[config.mk]
export PLATFORM = sky130hd
export DESIGN_NAME = ex_operand_stage
export DESIGN_NICKNAME = d
export VERILOG_FILES = /design/src/rtl/ex_operand_stage_pkg.sv /design/src/rtl/ex_operand_stage_fwd_mux.sv /design/src/rtl/ex_operand_stage.sv
export SDC_FILE = /design/constraint.sdc
export NUM_CORES = 1
export LEC_CHECK = 0
export CORE_UTILIZATION = 35
export CTS_BUF_LIST = sky130_fd_sc_hd__clkbuf_16
export DETAILED_ROUTE_END_ITERATION = 6
export GPL_TIMING_DRIVEN = 1
export PLACE_DENSITY = 0.72
export SLEW_MARGIN = 20
export SYNTH_ARGS = -nofsm -noshare
export SYNTH_HDL_FRONTEND = slang
export SYNTH_HIERARCHICAL = 1
export SYNTH_SLANG_ARGS = --single-unit
[constraint.sdc]
create_clock -name clk_i -period 4 [get_ports clk_i]
set_clock_uncertainty 0.1 [all_clocks]
set_input_delay 1 -clock clk_i [delete_from_list [all_inputs] [get_ports clk_i]]
set_output_delay 1 -clock clk_i [all_outputs]
set_load 0.02 [all_outputs]
[src/rtl/ex_operand_stage_pkg.sv]
// Shared definitions for the ID/EX operand stage.
// Holds the datapath widths, the B-operand select and state encodings,
// the ALUOp codes used by the downstream ALU, and the small helpers that
// decide which source registers an instruction actually reads.
package ex_operand_stage_pkg;

  localparam int DATA_W  = 32;
  localparam int REG_AW  = 5;
  localparam int ALUOP_W = 5;
  localparam int SHAMT_W = 5;

  typedef enum logic [1:0] {
    BSEL_RT    = 2'd0,
    BSEL_IMM   = 2'd1,
    BSEL_SHAMT = 2'd2,
    BSEL_RS    = 2'd3
  } bsel_e;

  typedef enum logic [1:0] {
    ST_EMPTY  = 2'd0,
    ST_FULL   = 2'd1,
    ST_LDWAIT = 2'd2
  } state_e;

  localparam logic [ALUOP_W-1:0] ALUOP_NOP = 5'd0;
  localparam logic [ALUOP_W-1:0] ALUOP_ADD = 5'd2;
  localparam logic [ALUOP_W-1:0] ALUOP_SUB = 5'd3;
  localparam logic [ALUOP_W-1:0] ALUOP_AND = 5'd4;
  localparam logic [ALUOP_W-1:0] ALUOP_OR  = 5'd5;
  localparam logic [ALUOP_W-1:0] ALUOP_SLL = 5'd8;
  localparam logic [ALUOP_W-1:0] ALUOP_SRL = 5'd9;
  localparam logic [ALUOP_W-1:0] ALUOP_SRA = 5'd10;

  // rs feeds A unless A is switched to rt, and feeds B for variable shifts.
  function automatic logic rs_is_used(input logic asel, input bsel_e bsel);
    return (!asel) || (bsel == BSEL_RS);
  endfunction

  // rt feeds A for shifts, B for R-type, and is the store data when no rd is written.
  function automatic logic rt_is_used(input logic asel, input bsel_e bsel, input logic regwrite);
    return asel || (bsel == BSEL_RT) || (!regwrite);
  endfunction

endpackage

[src/rtl/ex_operand_stage_fwd_mux.sv]
// Forwarding select for one source operand.
// Ports:
//   src_addr_i / src_data_i      latched register index and value
//   exm_* / mwb_*                EX/MEM and MEM/WB writeback info
//   fwd_data_o                   resolved operand value
//   load_hit_o                   EX/MEM holds a load targeting this source
module ex_operand_stage_fwd_mux
  import ex_operand_stage_pkg::*;
#(
  parameter int DW  = DATA_W,
  parameter int RAW = REG_AW
) (
  input  logic [RAW-1:0] src_addr_i,
  input  logic [DW-1:0]  src_data_i,
  input  logic           exm_regwrite_i,
  input  logic           exm_memread_i,
  input  logic [RAW-1:0] exm_rd_i,
  input  logic [DW-1:0]  exm_result_i,
  input  logic           mwb_regwrite_i,
  input  logic [RAW-1:0] mwb_rd_i,
  input  logic [DW-1:0]  mwb_data_i,
  output logic [DW-1:0]  fwd_data_o,
  output logic           load_hit_o
);

  logic src_nz;

  always_comb begin
    src_nz     = |src_addr_i;
    fwd_data_o = src_data_i;
    // $0 always reads as zero; a load result in EX/MEM is not ready yet.
    if (!src_nz) begin
      fwd_data_o = '0;
    end else if (exm_regwrite_i && !exm_memread_i && (exm_rd_i == src_addr_i)) begin
      fwd_data_o = exm_result_i;
    end else if (mwb_regwrite_i && (mwb_rd_i == src_addr_i)) begin
      fwd_data_o = mwb_data_i;
    end
    load_hit_o = src_nz && exm_memread_i && (exm_rd_i == src_addr_i);
  end

endmodule

[src/rtl/ex_operand_stage.sv]
// ID/EX pipeline register and ALU operand select.
// Accepts decoded instructions over a valid/ready handshake, forwards from
// EX/MEM and MEM/WB, stalls on load-use, and presents A/B/ALUOp plus the
// destination/store info to the MEM stage.
// Ports: clk_i/rstn_i, in_valid_i/in_ready_o (decode side), id_* decoded
// fields, flush_i, out_ready_i/out_valid_o (EX/MEM side), exm_*/mwb_*
// forwarding sources, alu_a_o/alu_b_o/alu_op_o, ex_* MEM info, lu_stall_o.
//
//  state     | meaning
//  ----------+-----------------------------------------------
//  ST_EMPTY  | no instruction held
//  ST_FULL   | instruction held, operands resolvable
//  ST_LDWAIT | held behind a load in EX/MEM
module ex_operand_stage
  import ex_operand_stage_pkg::*;
#(
  parameter int DW  = DATA_W,
  parameter int RAW = REG_AW,
  parameter int OPW = ALUOP_W
) (
  input  logic               clk_i,
  input  logic               rstn_i,
  input  logic               in_valid_i,
  output logic               in_ready_o,
  input  logic [RAW-1:0]     id_rs_addr_i,
  input  logic [RAW-1:0]     id_rt_addr_i,
  input  logic [DW-1:0]      id_rs_data_i,
  input  logic [DW-1:0]      id_rt_data_i,
  input  logic [DW-1:0]      id_imm_i,
  input  logic [SHAMT_W-1:0] id_shamt_i,
  input  logic               id_asel_i,
  input  logic [1:0]         id_bsel_i,
  input  logic [OPW-1:0]     id_aluop_i,
  input  logic [RAW-1:0]     id_rd_addr_i,
  input  logic               id_regwrite_i,
  input  logic               id_memread_i,
  input  logic               flush_i,
  input  logic               out_ready_i,
  input  logic               exm_regwrite_i,
  input  logic               exm_memread_i,
  input  logic [RAW-1:0]     exm_rd_i,
  input  logic [DW-1:0]      exm_result_i,
  input  logic               mwb_regwrite_i,
  input  logic [RAW-1:0]     mwb_rd_i,
  input  logic [DW-1:0]      mwb_data_i,
  output logic               out_valid_o,
  output logic [DW-1:0]      alu_a_o,
  output logic [DW-1:0]      alu_b_o,
  output logic [OPW-1:0]     alu_op_o,
  output logic [DW-1:0]      ex_rt_data_o,
  output logic [RAW-1:0]     ex_rd_addr_o,
  output logic               ex_regwrite_o,
  output logic               ex_memread_o,
  output logic               lu_stall_o
);

  state_e               state_q, state_d;
  logic [RAW-1:0]       rs_addr_q, rt_addr_q, rd_addr_q;
  logic [DW-1:0]        rs_data_q, rt_data_q, imm_q;
  logic [SHAMT_W-1:0]   shamt_q;
  logic                 asel_q, regwrite_q, memread_q;
  bsel_e                bsel_q;
  logic [OPW-1:0]       aluop_q;

  logic [DW-1:0]        rs_fwd, rt_fwd;
  logic                 rs_hit, rt_hit;
  logic                 held, accept, fire, hold;

  ex_operand_stage_fwd_mux #(.DW(DW), .RAW(RAW)) u_fwd_rs (
    .src_addr_i     (rs_addr_q),
    .src_data_i     (rs_data_q),
    .exm_regwrite_i (exm_regwrite_i),
    .exm_memread_i  (exm_memread_i),
    .exm_rd_i       (exm_rd_i),
    .exm_result_i   (exm_result_i),
    .mwb_regwrite_i (mwb_regwrite_i),
    .mwb_rd_i       (mwb_rd_i),
    .mwb_data_i     (mwb_data_i),
    .fwd_data_o     (rs_fwd),
    .load_hit_o     (rs_hit)
  );

  ex_operand_stage_fwd_mux #(.DW(DW), .RAW(RAW)) u_fwd_rt (
    .src_addr_i     (rt_addr_q),
    .src_data_i     (rt_data_q),
    .exm_regwrite_i (exm_regwrite_i),
    .exm_memread_i  (exm_memread_i),
    .exm_rd_i       (exm_rd_i),
    .exm_result_i   (exm_result_i),
    .mwb_regwrite_i (mwb_regwrite_i),
    .mwb_rd_i       (mwb_rd_i),
    .mwb_data_i     (mwb_data_i),
    .fwd_data_o     (rt_fwd),
    .load_hit_o     (rt_hit)
  );

  always_comb begin
    held        = (state_q != ST_EMPTY);
    lu_stall_o  = held && ((rs_is_used(asel_q, bsel_q) && rs_hit) ||
                           (rt_is_used(asel_q, bsel_q, regwrite_q) && rt_hit));
    out_valid_o = held && !lu_stall_o;
    fire        = out_valid_o && out_ready_i;
    // rstn_i term keeps decode from seeing ready while reset is asserted.
    in_ready_o  = rstn_i && (!held || fire);
    accept      = in_valid_i && in_ready_o;
    hold        = held && !fire;
  end

  always_comb begin
    state_d = state_q;
    case (state_q)
      ST_EMPTY: if (accept) state_d = ST_FULL;
      ST_FULL, ST_LDWAIT: begin
        if (lu_stall_o)           state_d = ST_LDWAIT;
        else if (fire && !accept) state_d = ST_EMPTY;
        else                      state_d = ST_FULL;
      end
      default: state_d = ST_EMPTY;
    endcase
    if (flush_i) state_d = ST_EMPTY;
  end

  always_ff @(posedge clk_i or negedge rstn_i) begin
    if (!rstn_i) begin
      state_q    <= ST_EMPTY;
      rs_addr_q  <= '0;
      rt_addr_q  <= '0;
      rd_addr_q  <= '0;
      rs_data_q  <= '0;
      rt_data_q  <= '0;
      imm_q      <= '0;
      shamt_q    <= '0;
      asel_q     <= 1'b0;
      bsel_q     <= BSEL_RT;
      aluop_q    <= ALUOP_NOP;
      regwrite_q <= 1'b0;
      memread_q  <= 1'b0;
    end else begin
      state_q <= state_d;
      if (flush_i) begin
        // The squashed instruction must not write anything downstream.
        regwrite_q <= 1'b0;
        memread_q  <= 1'b0;
      end else if (accept) begin
        rs_addr_q  <= id_rs_addr_i;
        rt_addr_q  <= id_rt_addr_i;
        rd_addr_q  <= id_rd_addr_i;
        rs_data_q  <= id_rs_data_i;
        rt_data_q  <= id_rt_data_i;
        imm_q      <= id_imm_i;
        shamt_q    <= id_shamt_i;
        asel_q     <= id_asel_i;
        bsel_q     <= bsel_e'(id_bsel_i);
        aluop_q    <= id_aluop_i;
        regwrite_q <= id_regwrite_i;
        memread_q  <= id_memread_i;
      end else if (hold) begin
        // Capture forwarded values so a result retiring from MEM/WB while we wait is kept.
        rs_data_q <= rs_fwd;
        rt_data_q <= rt_fwd;
      end
    end
  end

  always_comb begin
    alu_a_o = asel_q ? rt_fwd : rs_fwd;
    case (bsel_q)
      BSEL_RT:    alu_b_o = rt_fwd;
      BSEL_IMM:   alu_b_o = imm_q;
      BSEL_SHAMT: alu_b_o = {{(DW-SHAMT_W){1'b0}}, shamt_q};
      BSEL_RS:    alu_b_o = rs_fwd;
      default:    alu_b_o = rt_fwd;
    endcase
  end

  assign alu_op_o      = aluop_q;
  assign ex_rt_data_o  = rt_fwd;
  assign ex_rd_addr_o  = rd_addr_q;
  assign ex_regwrite_o = regwrite_q;
  assign ex_memread_o  = memread_q;

endmodule

# After elaboration in Yosys (flattened, before gate mapping)
# Cells that the tools add are included.
# classes
div	0
n_eq_ne	10
n_mul	0
bitwise	1
n_reduce_logical	40
n_mux	21
addsub	0
shift	0
magnitude_cmp	0
# op_table
operator	n
two-way mux 32 bit	11
one-hot mux 32 bit (4 select lines)	1
== test 5 bit	4
logical AND 1 bit	18
OR reduction 5 bit	2
zero test 1 bit	7
== test 2 bit, second input constant	3
two-way mux 2 bit	3
nonzero test 2 bit	3
logical OR 1 bit	5
two-way mux 1 bit	5
== test 2 x 1 -> 1 bit, second input constant	2
zero test 2 bit	2
one-hot mux 2 bit (2 select lines)	1
AND reduction 2 bit	2
inequality test 3 bit, second input constant	1
OR reduction 2 bit	1
NOT 1 bit	1
# word_totals
elab_cells	85
latchBits	0
ff_bits	128
romBits	0
input_bits	208
n_memories	0
ram_bits	0

# Longest topological paths before layout
# Gate-level depths: netlist of run 1.
# logic_depth
depth_word	18
ltp_mapped	10
ltp_nobuf	7

# Modules after synthesis
# The synthesis of run 1 kept the hierarchy.
# modules_own_cells
module	n_inst	area_each_um2	cells_each
ex_operand_stage	1	7050.5	642
ex_operand_stage_fwd_mux	2	1307.5	178

# Least setup slack after synthesis of run 1
# No wires, ideal clock.
# synth_path
path_type	input -> output
startpoint	input port mwb_rd_i[3]
endpoint	output port alu_b_o[30]
required_time_ps	2900
setup_slack_ps	-279
arrival_time_ps	3179
stages	8
path_buffers	2
path_cell_list	xnor2_1 -> and4_1 -> buf_2 -> buf_2 -> nand4_1 -> a311oi_1 -> mux2i_1 -> o21ai_0
# synth_between
elab_chain_cells	6
elab_cells_between_ends	11
# synth_rtl
element	line	text
start, declared	ex_operand_stage.sv:44	input logic [RAW-1:0] mwb_rd_i,
== test 5 bit	ex_operand_stage_fwd_mux.sv:36	end else if (mwb_regwrite_i && (mwb_rd_i == src_addr_i)) begin
logical AND 1 bit	ex_operand_stage_fwd_mux.sv:36	
two-way mux 32 bit	ex_operand_stage_fwd_mux.sv:36	
two-way mux 32 bit	ex_operand_stage_fwd_mux.sv:34	end else if (exm_regwrite_i && !exm_memread_i && (exm_rd_i == src_addr_i)) begin
two-way mux 32 bit	ex_operand_stage_fwd_mux.sv:32	if (!src_nz) begin
via ex_rt_data_o[30]	ex_operand_stage.sv:50	output logic [DW-1:0] ex_rt_data_o,
one-hot mux 32 bit (4 select lines)	ex_operand_stage.sv:167	case (bsel_q)
end, declared	ex_operand_stage.sv:48	output logic [DW-1:0] alu_b_o,
# The timed path passes the listed nets, and every way through them passes these cells.

# Worst setup path in the final report of run 1
# layout_path
startpoint	input port mwb_rd_i[0]
endpoint	output port ex_rt_data_o[25]
# layout_between
elab_chain_cells	5
# layout_rtl
element	line
== test 5 bit	ex_operand_stage_fwd_mux.sv:36
logical AND 1 bit	ex_operand_stage_fwd_mux.sv:36
two-way mux 32 bit	ex_operand_stage_fwd_mux.sv:36
two-way mux 32 bit	ex_operand_stage_fwd_mux.sv:34
two-way mux 32 bit	ex_operand_stage_fwd_mux.sv:32
end, declared	ex_operand_stage.sv:50
# Every way passes these cells.

==> impl_metrics.csv, run 1 <==
group,metric,value,unit
worst_setup_path,crit_fanout,17,
sta,hold-worst-slack,0.404,ns
job,cap_violations,0,
cells_and_area,drive_gt1_share,40.1,%
synthesis,ys_warn_count,6,
clock_tree,ctsHoldBuffers,0,
power,p_leak,6.49,nW
floorplan,std_cell_rows,60,
route,firstDrtPassIters,5,
route,wl_per_cell,23.4,µm
placed_design,place_hpwl,27.0,mm
global_route,grt_overflow,0,
sta,fin_setup_tns,0,ns
power,p_per_area,495,nW/µm²
sta,max-slew-margin-rel,47.0,%
global_route,grt_pass1_wl,61.2,mm
floorplan,die_w,168,µm
worst_setup_path,critPathLaunchType,"input port",
global_route,grt_max_degree,75,
sta,setup_slack,0.000114,ns
sta,finalSetupViolCount,0,
route,first_iter_violations,954,
floorplan,start_util,35.8,%
worst_setup_path,cp-end-kind,"output port",
clock_tree,htreeDepth,4,
clock_tree,cts_buffer_depth,2,
global_route,globalRouteTotalUtil,28.3,%
route,vias,10200,
min_path,hold_class,"flip-flop to flip-flop",
synthesis,synth_top_area_cell,"dfrtp_1",
power,finalPower,7.70,mW
power,irDropWorstVdd,0.295,mV
cells_and_area,nNetsFinal,1602,
synthesis,postSynthAreaPerCell,9.68,µm²
placed_design,place_congestion,0.886,
global_route,antenna_found_initial,4,
sta,fmax,250,MHz
synthesis,synthTopCellsByArea,"dfrtp_1, mux2_2, a221oi_2",
cells_and_area,syn2layout_area_growth,60.8,%
clock_tree,worst_skew_pair.late_latency,0.43,ns
synthesis,synth-async-reset-ratio,100,%
synthesis,synth_top_area_share,33.1,%
clock_tree,root_buffer,"clkbuf_16",
synthesis,synth_commonest_cells,"inv_1, dfrtp_1, o21ai_0",
floorplan,core,27000,µm²
synthesis,yosysSeqAreaShare,33.1,%
worst_setup_path,path_class,"input port to output port",
global_route,grt_pass1_vias,10600,
worst_setup_path,reg2reg_slack,0.63,ns
sta,finalCriticalPeriod,4.00,ns
clock_tree,numCtsBuffers,17,
floorplan,dieArea,28300,µm²
sta,worst_pin_slew,0.795,ns
sta,rsz0062_at_grt,"yes",
synthesis,synth_ff_type,"dfrtp_1",
clock_tree,clk_pin_slew,0.06,ns
placed_design,pre_cts_ws,-0.852,ns
clock_tree,cts_tree,"built",
route,ant_nets,0,
sta,finalCritPeriodShare,100,%
worst_setup_path,crit_arrival,2.90,ns
synthesis,synth_cell_types,41,
worst_setup_path,cp.required,2.90,ns
route,wl,41.0,mm
synthesis,synth_area,9670,µm²
floorplan,ios,319,
cells_and_area,nFillCells,2246,
sta,finalHoldViolCount,0,
clock_tree,clkSinkCount,128,
floorplan,dieHeight,168,µm
route,drc,0,
synthesis,yosysMostFrequentCell,"inv_1",
synthesis,syn_nets,1208,
synthesis,synth_edf_count,0,
route,viasPerCell,5.83,
synthesis,ys_ff_latch,128,
synthesis,postSynthCellCount,998,
status,outcome,"completed",
placed_design,io_buffers,318,
sta,slew_violations,0,
[worst paths after layout]
kind                              start               end  depth (start not counted)
setup / recovery            mwb_rd_i[0]  ex_rt_data_o[25]                          8
hold / removal              alu_op_o[4]       alu_op_o[4]                          1
min in group asynchronous        rstn_i      ex_memread_o                          2
setup reg to reg           rs_addr_q[2]      rt_addr_q[4]                         11
max in group asynchronous        rstn_i     rt_data_q[16]                          4
hold reg to reg             alu_op_o[4]       alu_op_o[4]                          1
[metrics by stage]
stage	utilization (%)	cell area (µm²)	cells
6_report	57.5	15500	1749
3_3_place_gp	51.4	13900	1671
2_1_floorplan	-	9680	998
3_5_place_dp	51.4	13900	1671
5_1_grt	57.5	15500	1748
4_1_cts	56.6	15300	1737
[layer usage]
layer / share of wire [%] / track usage [%] / wire length, µm / vias to the layer above
met1: 40 / 35.2 / 16400 / 4998
met4: 3.4 / 10.6 / 1380 / 0
met5: 0 / 0 / 0 / -
met2: 48 / 47.8 / 19700 / 621
met3: 8.5 / 6.70 / 3470 / 122
li1: - / - / - / 4458
[state kept, by name (all words and copies together), names as in the netlist]
signal and cells:
bsel_q 2, imm_q 32, asel_q 1, shamt_q 5
ex_memread_o 1, ex_regwrite_o 1, rs_addr_q 5, ex_rd_addr_o 5
rt_data_q 32, rt_addr_q 5, rs_data_q 32, state_q 2
alu_op_o 5
[final cells by class]
type	count	area, µm²	share of cell area (%)
multi-input combinational	635	6310	40.6
clock inverter	15	169	1.09
inverter	131	492	3.16
sequential	128	3210	20.7
clock buffer	17	425	2.74
antenna	3	7.51	0.0483
timing repair buffer	479	4500	29.0
tap	341	427	2.74
[logic make-up (layout without fill, tap and decap cells)]
group	Yosys count	in the layout	share of synthesized area, %
simple gates	259	259	13.6
fa+ha+maj	2	2	0.259
other cells	0	3	0
buf+inv	235	642	11.1
xor+xnor	20	20	2.12
compound gates	228	228	24.9
flops	128	128	33.1
mux	126	126	14.9
[placed cells by master (no fill, tap or decap), drive strengths merged, types with 3 or more instances in the layout]
master,synthesis,final
buf,55,226
clkdlybuf4s50,0,205
inv,131,134
dfrtp,128,128
o21ai,94,94
mux2,92,92
nor2,70,70
nor3,67,67
nand4,66,66
a221oi,64,64
a311oi,64,64
nand2,33,33
mux2i,29,29
clkbuf,49,28
xnor2,20,20
dlygate4sd2,0,18
clkdlybuf4s15,0,17
nand2b,6,6
clkinv,0,6
mux4,5,5
nand3,5,5
diode,0,3
bufinv,0,3
clkinvlp,0,3
[where the power goes]
group          switching, mW  internal [mW]  leakage (nW)
registers              0.259           1.58          1.44
logic                   2.15           2.08          4.76
clock network          0.658          0.977         0.286
total                   3.07           4.63          6.49
[critical path, cell delays in order]
cell           delay (ns)
buf_4                0.14
xnor2_4              0.16
and4_4               0.30
buf_12               0.17
nand4_1              0.16
a311oi_4             0.44
buf_4                0.19
dlygate4sd2_1        0.33
[repair_timing]
action                                  CTS  global route
cloned                                    5             2
endpoints found under the setup margin   99            95
pin swaps                                60            37
buffers inserted                         29             6
resized for setup                       485           102
Power figures use the tool's default switching activity.
==> run 2: changes to the inputs <==
==> constraint.sdc (replaced) <==
create_clock -name clk_i -period 4.3 [get_ports clk_i]
set_clock_uncertainty 0.1 [all_clocks]
set_input_delay 1.075 -clock clk_i [delete_from_list [all_inputs] [get_ports clk_i]]
set_output_delay 1.075 -clock clk_i [all_outputs]
set_load 0.02 [all_outputs]
==> run 2 against run 1 <==
Compared with the run above: worst hold slack got worse by 0.015 ns; critical path depth increased by 1; register-to-register slack improved by 0.17 ns; total power decreased by 11%; via count decreased by 0.21%; count of clock-buffer cells in the layout unchanged; clock power decreased by 9%; wire length increased by 0.41%; largest cell class unchanged; critical path type unchanged; critical endpoint is now alu_a_o[18]; highest routed layer unchanged; sequential share of layout area increased by 0.88 points.
==> impl_metrics.csv, run 2 (same netlist as run 1, synthesis figures left out) <==
group,metric,value,unit
global_route,grt_overflow,0,
cells_and_area,final_util,55.1,%
status,outcome,"completed",
floorplan,std_cell_rows,60,
cells_and_area,drive_gt1_share,36.0,%
floorplan,core,27000,µm²
clock_tree,clkSinkCount,128,
power,irDropWorstVdd,0.241,mV
floorplan,dieHeight,168,µm
clock_tree,cts_tree,"built",
route,drc,0,
cells_and_area,mostFrequentLayoutCell,"clkdlybuf4s50_1",
min_path,hold_class,"flip-flop to flip-flop",
sta,hold-worst-slack,0.389,ns
route,firstDrtPassIters,7,
global_route,globalRouteTotalUtil,28.6,%
placed_design,place_hpwl,27.8,mm
power,pwr-share-seq,24.3,%
worst_setup_path,path_class,"input port to output port",
sta,fmax,235,MHz
worst_setup_path,reg2reg_slack,0.80,ns
sta,finalSetupViolCount,0,
sta,finalHoldViolCount,0,
placed_design,io_buffers,318,
clock_tree,htreeDepth,4,
worst_setup_path,critPathLaunchType,"input port",
worst_setup_path,cp.required,3.12,ns
worst_setup_path,crit_fanout,19,
floorplan,start_util,35.8,%
global_route,grt_pass1_wl,61.7,mm
sta,finalCritPeriodShare,99.0,%
clock_tree,root_buffer,"clkbuf_16",
placed_design,place_congestion,0.884,
placed_design,pre_cts_ws,-0.728,ns
power,finalPower,6.86,mW
power,p_leak,6.17,nW
floorplan,die_w,168,µm
sta,worst_pin_slew,0.873,ns
power,p_sw_share,39.9,%
sta,finalCriticalPeriod,4.26,ns
floorplan,dieArea,28300,µm²
worst_setup_path,worstSetupEndpoint,"alu_a_o[18]",
power,p_per_area,461,nW/µm²
floorplan,ios,319,
cells_and_area,nNetsFinal,1557,
power,switching_power,2.73,mW
sta,setup_slack,0.0425,ns
clock_tree,worst_skew_pair.late_latency,0.42,ns
clock_tree,numCtsBuffers,17,
power,p_int,4.12,mW
clock_tree,clk_pin_slew,0.06,ns
cells_and_area,final_cell_mix,"clkdlybuf4s50_1, inv_1, dfrtp_1",
worst_setup_path,reg2reg_depth,10,
sta,fin_setup_tns,0,ns
route,viasPerCell,5.98,
power,clock_power_share,21.8,%
global_route,antenna_found_initial,3,
route,ant_nets,0,
route,wl_per_cell,24.2,µm
route,wl,41.1,mm
clock_tree,ctsHoldBuffers,0,
cells_and_area,syn2layout_area_growth,54.0,%
sta,slew_violations,0,
worst_setup_path,crit_arrival,3.08,ns
job,cap_violations,0,
worst_setup_path,critPathLaunch,"mwb_rd_i[4]",
cells_and_area,nFillCells,2324,
worst_setup_path,r2r-start,"rt_addr_q[2]",
worst_setup_path,r2r-end,"imm_q[22]",
power,combPwrFrac,53.9,%
route,first_iter_violations,1030,
worst_setup_path,cp-end-kind,"output port",
route,vias,10200,
cells_and_area,reg.largest.list,"imm_q (32), rs_data_q (32), rt_data_q (32)",
sta,max-slew-margin-rel,41.8,%
clock_tree,cts_buffer_depth,2,
global_route,grt_pass1_vias,10400,
global_route,grt_max_degree,129,
==> run 2: cell types whose count changed in the layout (fill, tap and decap cells not counted), sizes merged <==
cell | before | now
buf | 226 | 165
clkdlybuf4s15 | 17 | 34
clkbuf | 28 | 27
clkinvlp | 3 | 2
diode | 3 | 2
dlygate4sd2 | 18 | 17
dlymetal6s2s | 0 | 1
inv | 134 | 135
==> run 2: repair_timing <==
action	4_1_cts	5_1_grt
pin swaps	52	15
endpoints found under the setup margin	98	87
gates resized for setup	458	29
setup buffers	7	2
gates cloned	5	1
==> run 2: layout make-up <==
cell class | count | area (µm²) | share of cell area, %
Antenna cell | 2 | 5.00 | 0.0336
Clock buffer | 17 | 425 | 2.86
Clock inverter | 15 | 170 | 1.14
Inverter | 131 | 492 | 3.30
Multi-Input combinational cell | 635 | 6030 | 40.5
Sequential cell | 128 | 3210 | 21.5
Tap cell | 341 | 427 | 2.87
Timing Repair Buffer | 434 | 4130 | 27.8
==> run 2: how the worst min path moves through the flow <==
stage	slack (ns)	cells after the start	from	to
2_1_floorplan	0.35	1	shamt_q[4]	shamt_q[4]
3_3_place_gp	0.37	1	alu_op_o[4]	alu_op_o[4]
3_5_place_dp	0.38	1	alu_op_o[4]	alu_op_o[4]
4_1_cts	0.39	1	alu_op_o[4]	alu_op_o[4]
5_1_grt	0.41	1	alu_op_o[4]	alu_op_o[4]
6_report	0.39	1	alu_op_o[4]	alu_op_o[4]
==> run 2: routing by layer <==
metal | up-vias | track usage [%] | routed length [µm]
li1 | 4367 | - | -
met1 | 4951 | 34.5 | 15900
met2 | 694 | 46.8 | 19200
met3 | 166 | 7.78 | 3980
met4 | 0 | 14.7 | 2120
met5 | - | 0 | 0
==> run 2: worst max-delay path: stages <==
cell and delay, ns:
clkbuf_2 0.11, xnor2_1 0.27, nand4_1 0.12, buf_4 0.21, buf_12 0.17, o21ai_0 0.36, a311oi_4 0.18, mux2_4 0.30
clkdlybuf4s15_2 0.25
==> run 2: power groups by stage <==
stage                     Sequential (mW)  Combinational [mW]  Clock [mW]
after floorplan                      1.62                1.92           0
after global placement               1.66                3.54           0
after detailed placement             1.67                3.57           0
after CTS                            1.66                3.62        1.53
after global routing                 1.69                3.86        1.57
final                                1.67                3.70        1.50
==> run 2: per-stage QoR <==
stage	instance area, µm²	instances
after floorplan	9680	998
after global placement	13700	1654
after detailed placement	13700	1654
after CTS	14800	1698
after global routing	14900	1703
final	14900	1703
